[config.mk]
export PLATFORM = sky130hd
export DESIGN_NAME = merge_rr_fflop
export DESIGN_NICKNAME = d
export VERILOG_FILES = /design/src/rtl/merge_rr_fflop.sv
export SDC_FILE = /design/constraint.sdc
export NUM_CORES = 1
export LEC_CHECK = 0
export CORE_UTILIZATION = 45
export DETAILED_ROUTE_END_ITERATION = 10
export GPL_TIMING_DRIVEN = 1
export PLACE_DENSITY = 0.85
export SLEW_MARGIN = 10
export SYNTH_ARGS = -nofsm -noshare
export SYNTH_HDL_FRONTEND = slang
export SYNTH_SLANG_ARGS = --single-unit
[constraint.sdc]
create_clock -name clk -period 2.4 [get_ports clk]
set_clock_uncertainty 0.1 [all_clocks]
set_input_delay 0.36 -clock clk [delete_from_list [all_inputs] [get_ports clk]]
set_output_delay 0.36 -clock clk [all_outputs]
set_load 0.01 [all_outputs]
[src/rtl/merge_rr_fflop.sv]
// Two-input round-robin merge for Valid/Retry streams with a 2-entry tagged output buffer.
// Input Retry depends only on registered state and the other input's Valid; outRetry only affects pops.
module merge_rr_fflop #(
    parameter int Size = 8
) (
    input  logic            clk,
    input  logic            reset,
    input  logic [Size-1:0] inp_a,
    input  logic            inp_aValid,
    output logic            inp_aRetry,
    input  logic [Size-1:0] inp_b,
    input  logic            inp_bValid,
    output logic            inp_bRetry,
    output logic [Size-1:0] out,
    output logic            out_src,
    output logic            outValid,
    input  logic            outRetry
);

    logic [1:0]    cnt_q, cnt_d;
    logic          rd_ptr_q, rd_ptr_d;
    logic          wr_ptr_q, wr_ptr_d;
    logic          prio_q, prio_d;
    logic [Size:0] buf_q [2];
    logic [Size:0] buf_d [2];

    logic          full;
    logic          grant_a;
    logic          grant_b;
    logic          push;
    logic          pop;
    logic [Size:0] push_word;
    logic [Size:0] head;

    // Arbitration: the loser of the previous grant wins the next tie.
    always_comb begin
        full       = (cnt_q == 2'd2);
        inp_aRetry = full | (inp_bValid & prio_q);
        inp_bRetry = full | (inp_aValid & ~prio_q);
        grant_a    = inp_aValid & ~inp_aRetry;
        grant_b    = inp_bValid & ~inp_bRetry;
        push       = grant_a | grant_b;
        push_word  = grant_a ? {1'b0, inp_a} : {1'b1, inp_b};
    end

    always_comb begin
        head     = buf_q[rd_ptr_q];
        out      = head[Size-1:0];
        out_src  = head[Size];
        outValid = (cnt_q != 2'd0);
        pop      = outValid & ~outRetry;
    end

    always_comb begin
        buf_d    = buf_q;
        wr_ptr_d = wr_ptr_q;
        rd_ptr_d = rd_ptr_q;
        prio_d   = prio_q;
        cnt_d    = cnt_q + {1'b0, push} - {1'b0, pop};
        if (push) begin
            buf_d[wr_ptr_q] = push_word;
            wr_ptr_d        = ~wr_ptr_q;
        end
        if (pop) begin
            rd_ptr_d = ~rd_ptr_q;
        end
        if (grant_a) begin
            prio_d = 1'b1;
        end else if (grant_b) begin
            prio_d = 1'b0;
        end
    end

    always_ff @(posedge clk) begin
        if (reset) begin
            cnt_q    <= 2'd0;
            rd_ptr_q <= 1'b0;
            wr_ptr_q <= 1'b0;
            prio_q   <= 1'b0;
            buf_q[0] <= '0;
            buf_q[1] <= '0;
        end else begin
            cnt_q    <= cnt_d;
            rd_ptr_q <= rd_ptr_d;
            wr_ptr_q <= wr_ptr_d;
            prio_q   <= prio_d;
            buf_q[0] <= buf_d[0];
            buf_q[1] <= buf_d[1];
        end
    end

endmodule
==> results.md <==
* Seq/Total Area, Yosys at between 40% and 50%
* H-tree depth at 1
* Worst EP arrival at ~1800 ps
* CP max stage delay at 640 ps
* Fin. max-slew vios at 0
* Final hold slack at roughly 380 ps
* Largest net degree at the start of global routing at 18
* Total GRT Usage at 19.2%
* Post-route insts no fill at between 150 and 200
* Final #Nets at 160
* Commonest non-fill, non-tap cells in the layout: clkdlybuf4s50_1, dfxtp_1, nor2_1
* Setup TNS at 0 ps
* Die Height at roughly 51 um
* Max-slew headroom at between 50% and 60%
* Die width at about 51 um
* Pwr dens at approximately 920 nW/um^2
* Maximum VDD drop at 0.000496 V
* CP Depth at 2
* Yosys warns at 0
* Crit-path max FO at 10
* Design area at around 1400 sq um
* Buffers on Ports at 32
* Ant diodes at 0
* Avg Cell Area, Syn at about 10 sq um
* CTS sink count at 23
* Hold Path Cell Cnt at 1
* Post-layout util at between 60% and 70%
* CTS tree: yes
* CP startpoint kind: flop
* Vias in the first global route at approximately 880
* Initial antenna violation count at 0
* Dpl hpwl at roughly 1600 um
* Placer congestion estimate at approximately 0.7
* Worst Path Required at around 1900 ps
* Final hold vios at 0
* Area grow syn2layout at 32.4%
* Clock buffer depth at 2
* Slowest cell on the critical path: dfxtp_1
* CTS buffer count at 3
* Synth Instances at between 100 and 150
* Slew @ Worst Pin at approximately 670 ps
* Fin crit share at 94.8%
* Later-pin clock latency in the skew report at 300 ps
* Core area at around 2300 sq um
* Reg2Reg Depth at 8
* Total die area at around 2600 sq um
* Final setup vio count at 0
* Vias per cell at 5.24
* RSZ-0062 raised after global routing: no
* Initial Util at between 40 and 50%
* Routed Antenna Nets at 0
* Buffers inserted by post-CTS timing repair at 0
* Peak Freq at around 440 MHz
* Top cell family by delay on the critical path: flip-flops
* Number of remaining DRC errors at 0
* Post-cts repair resize count at 0
* Clock slew at reported path FFs at around 120 ps
* Filler cell count at 214
* Placement row count at 17
* CTS root buffer: clkbuf_4
* # Max-Cap Violations at 0
* CP Cell Sequence: mux2_2 > clkdlybuf4s50_1
* CP bufs+invs at 1
* Post-Place Cells at 160
* Mean routed wirelength per cell at 13.3 um
* Cell variety after synth at 30
* Reg area at ~460 sq um
* Total wire length at 2180 um
* Critical path class: flop to primary output
* P_leak at just under 0.6 nW
* Global-route wire length before repair at 3750 um
* Critical Path End Type: primary output
* # IOs at 33
* CTS Hold Buffers Added at 0
* Status: completed
* Synth Cell Area at approximately 1100 sq um
* Yosys reg bits at 23
* Synth Net Count at 128
* Pre-antenna DRT Iters at 4
* Area after DPL at around 1400 sq um
* Vias after detailed routing at approximately 860
* Tmin final at roughly 2300 ps
* Multi-input logic area at around 580 sq um
* Grt ovf at 0
* Commonest non-fill, non-tap cell in the layout: clkdlybuf4s50_1
* Initial DRC Count at 12
* Hold Path Class: flop to flop
* Share of cells above drive strength 1 at about 17%
## power by group
group	total (mW)	internal, mW	switching [mW]	leakage (nW)
Combinational	0.598	0.350	0.248	0.374
Sequential	0.556	0.472	0.0843	0.190
Clock	0.171	0.0646	0.107	0.0150
Total	1.33	0.887	0.439	0.579
## final timing paths
check | slack, ps | to | from
max | 120 | out_src | rd_ptr_q$_SDFFE_PP0P_
min | 380 | buf_q[2]$_SDFFE_PP0P_ | buf_q[2]$_SDFFE_PP0P_
max reg2reg | 460 | cnt_q[1]$_SDFF_PP0_ | cnt_q[1]$_SDFF_PP0_
min reg2reg | 380 | buf_q[2]$_SDFFE_PP0P_ | buf_q[2]$_SDFFE_PP0P_
## state kept, by name, summed over array words and instances, names as in the netlist
register and cells:
buf_q 18, cnt_q 2, prio_q 1, rd_ptr_q 1, wr_ptr_q 1
## Yosys cell counts
master	n	share of area (%)
buf_2	2	0.92
inv_1	2	0.69
a22o_1	1	0.80
xor2_1	1	0.80
ha_1	2	2.3
nand3b_1	1	0.69
o21ai_1	1	0.46
xnor2_1	2	1.6
nand2b_4	1	1.3
buf_6	2	2.1
nand3_2	1	0.92
clkbuf_1	3	1.0
o2bb2ai_1	8	6.4
a21oi_1	2	0.92
a211oi_1	7	4.8
nor2b_4	1	1.3
nor2b_1	3	1.7
or2_1	1	0.57
or2_2	1	0.57
nor2_1	12	4.1
nor3_2	1	0.92
o21ai_0	1	0.46
or3_1	1	0.57
mux2_2	9	9.3
a211oi_2	1	1.1
nand2_1	4	1.4
dfxtp_1	23	42
nor3_4	1	1.5
nor2_2	2	1.1
mux2i_1	8	7.3
## per-layer routing
layer / global-route usage, % / share of wire (%) / vias up
met5: 0 / 0 / -
met1: 24.3 / 47 / 405
met3: 2.98 / 3.4 / 0
met4: 4.95 / 0 / 0
met2: 33.8 / 49 / 21
li1: - / - / 433
## worst register-to-register path, cell delays in order (launching register included)
cell and delay (ps):
dfxtp_1 380, or2_2 320, nor2b_1 170, ha_1 300, inv_1 60, ha_1 140, xor2_1 190, xnor2_1 140
nor2_1 50
## per-stage QoR
| step | power (mW) | worst slack (ps) |
|---|---|---|
| after floorplan | 0.936 | 532 |
| after global placement | 1.14 | 276 |
| after detailed placement | 1.17 | 185 |
| after CTS | 1.34 | 111 |
| after global routing | 1.42 | 42.8 |
| final | 1.33 | 124 |
## logic make-up (layout without fill, tap and decap cells)
kind of cell,after synthesis,after routing,share of synthesized area (%)
and+or+nand+nor,30,30,16.6
adders and majority gates,2,2,2.30
xor gates and xnor gates,3,3,2.41
AOI/OAI and AO/OA,21,21,15.0
muxes,17,17,16.6
DFF,23,23,42.3
buffers and inverters,9,40,4.71
## final cells by class
class / count / share of cell area (%)
Sequential cell: 23 / 31.9
Tap cell: 28 / 2.43
Clock buffer: 4 / 1.82
Timing Repair Buffer: 34 / 23.2
Multi-Input combinational cell: 73 / 40.1
Inverter: 2 / 0.520
Power figures use the tool's default switching activity.
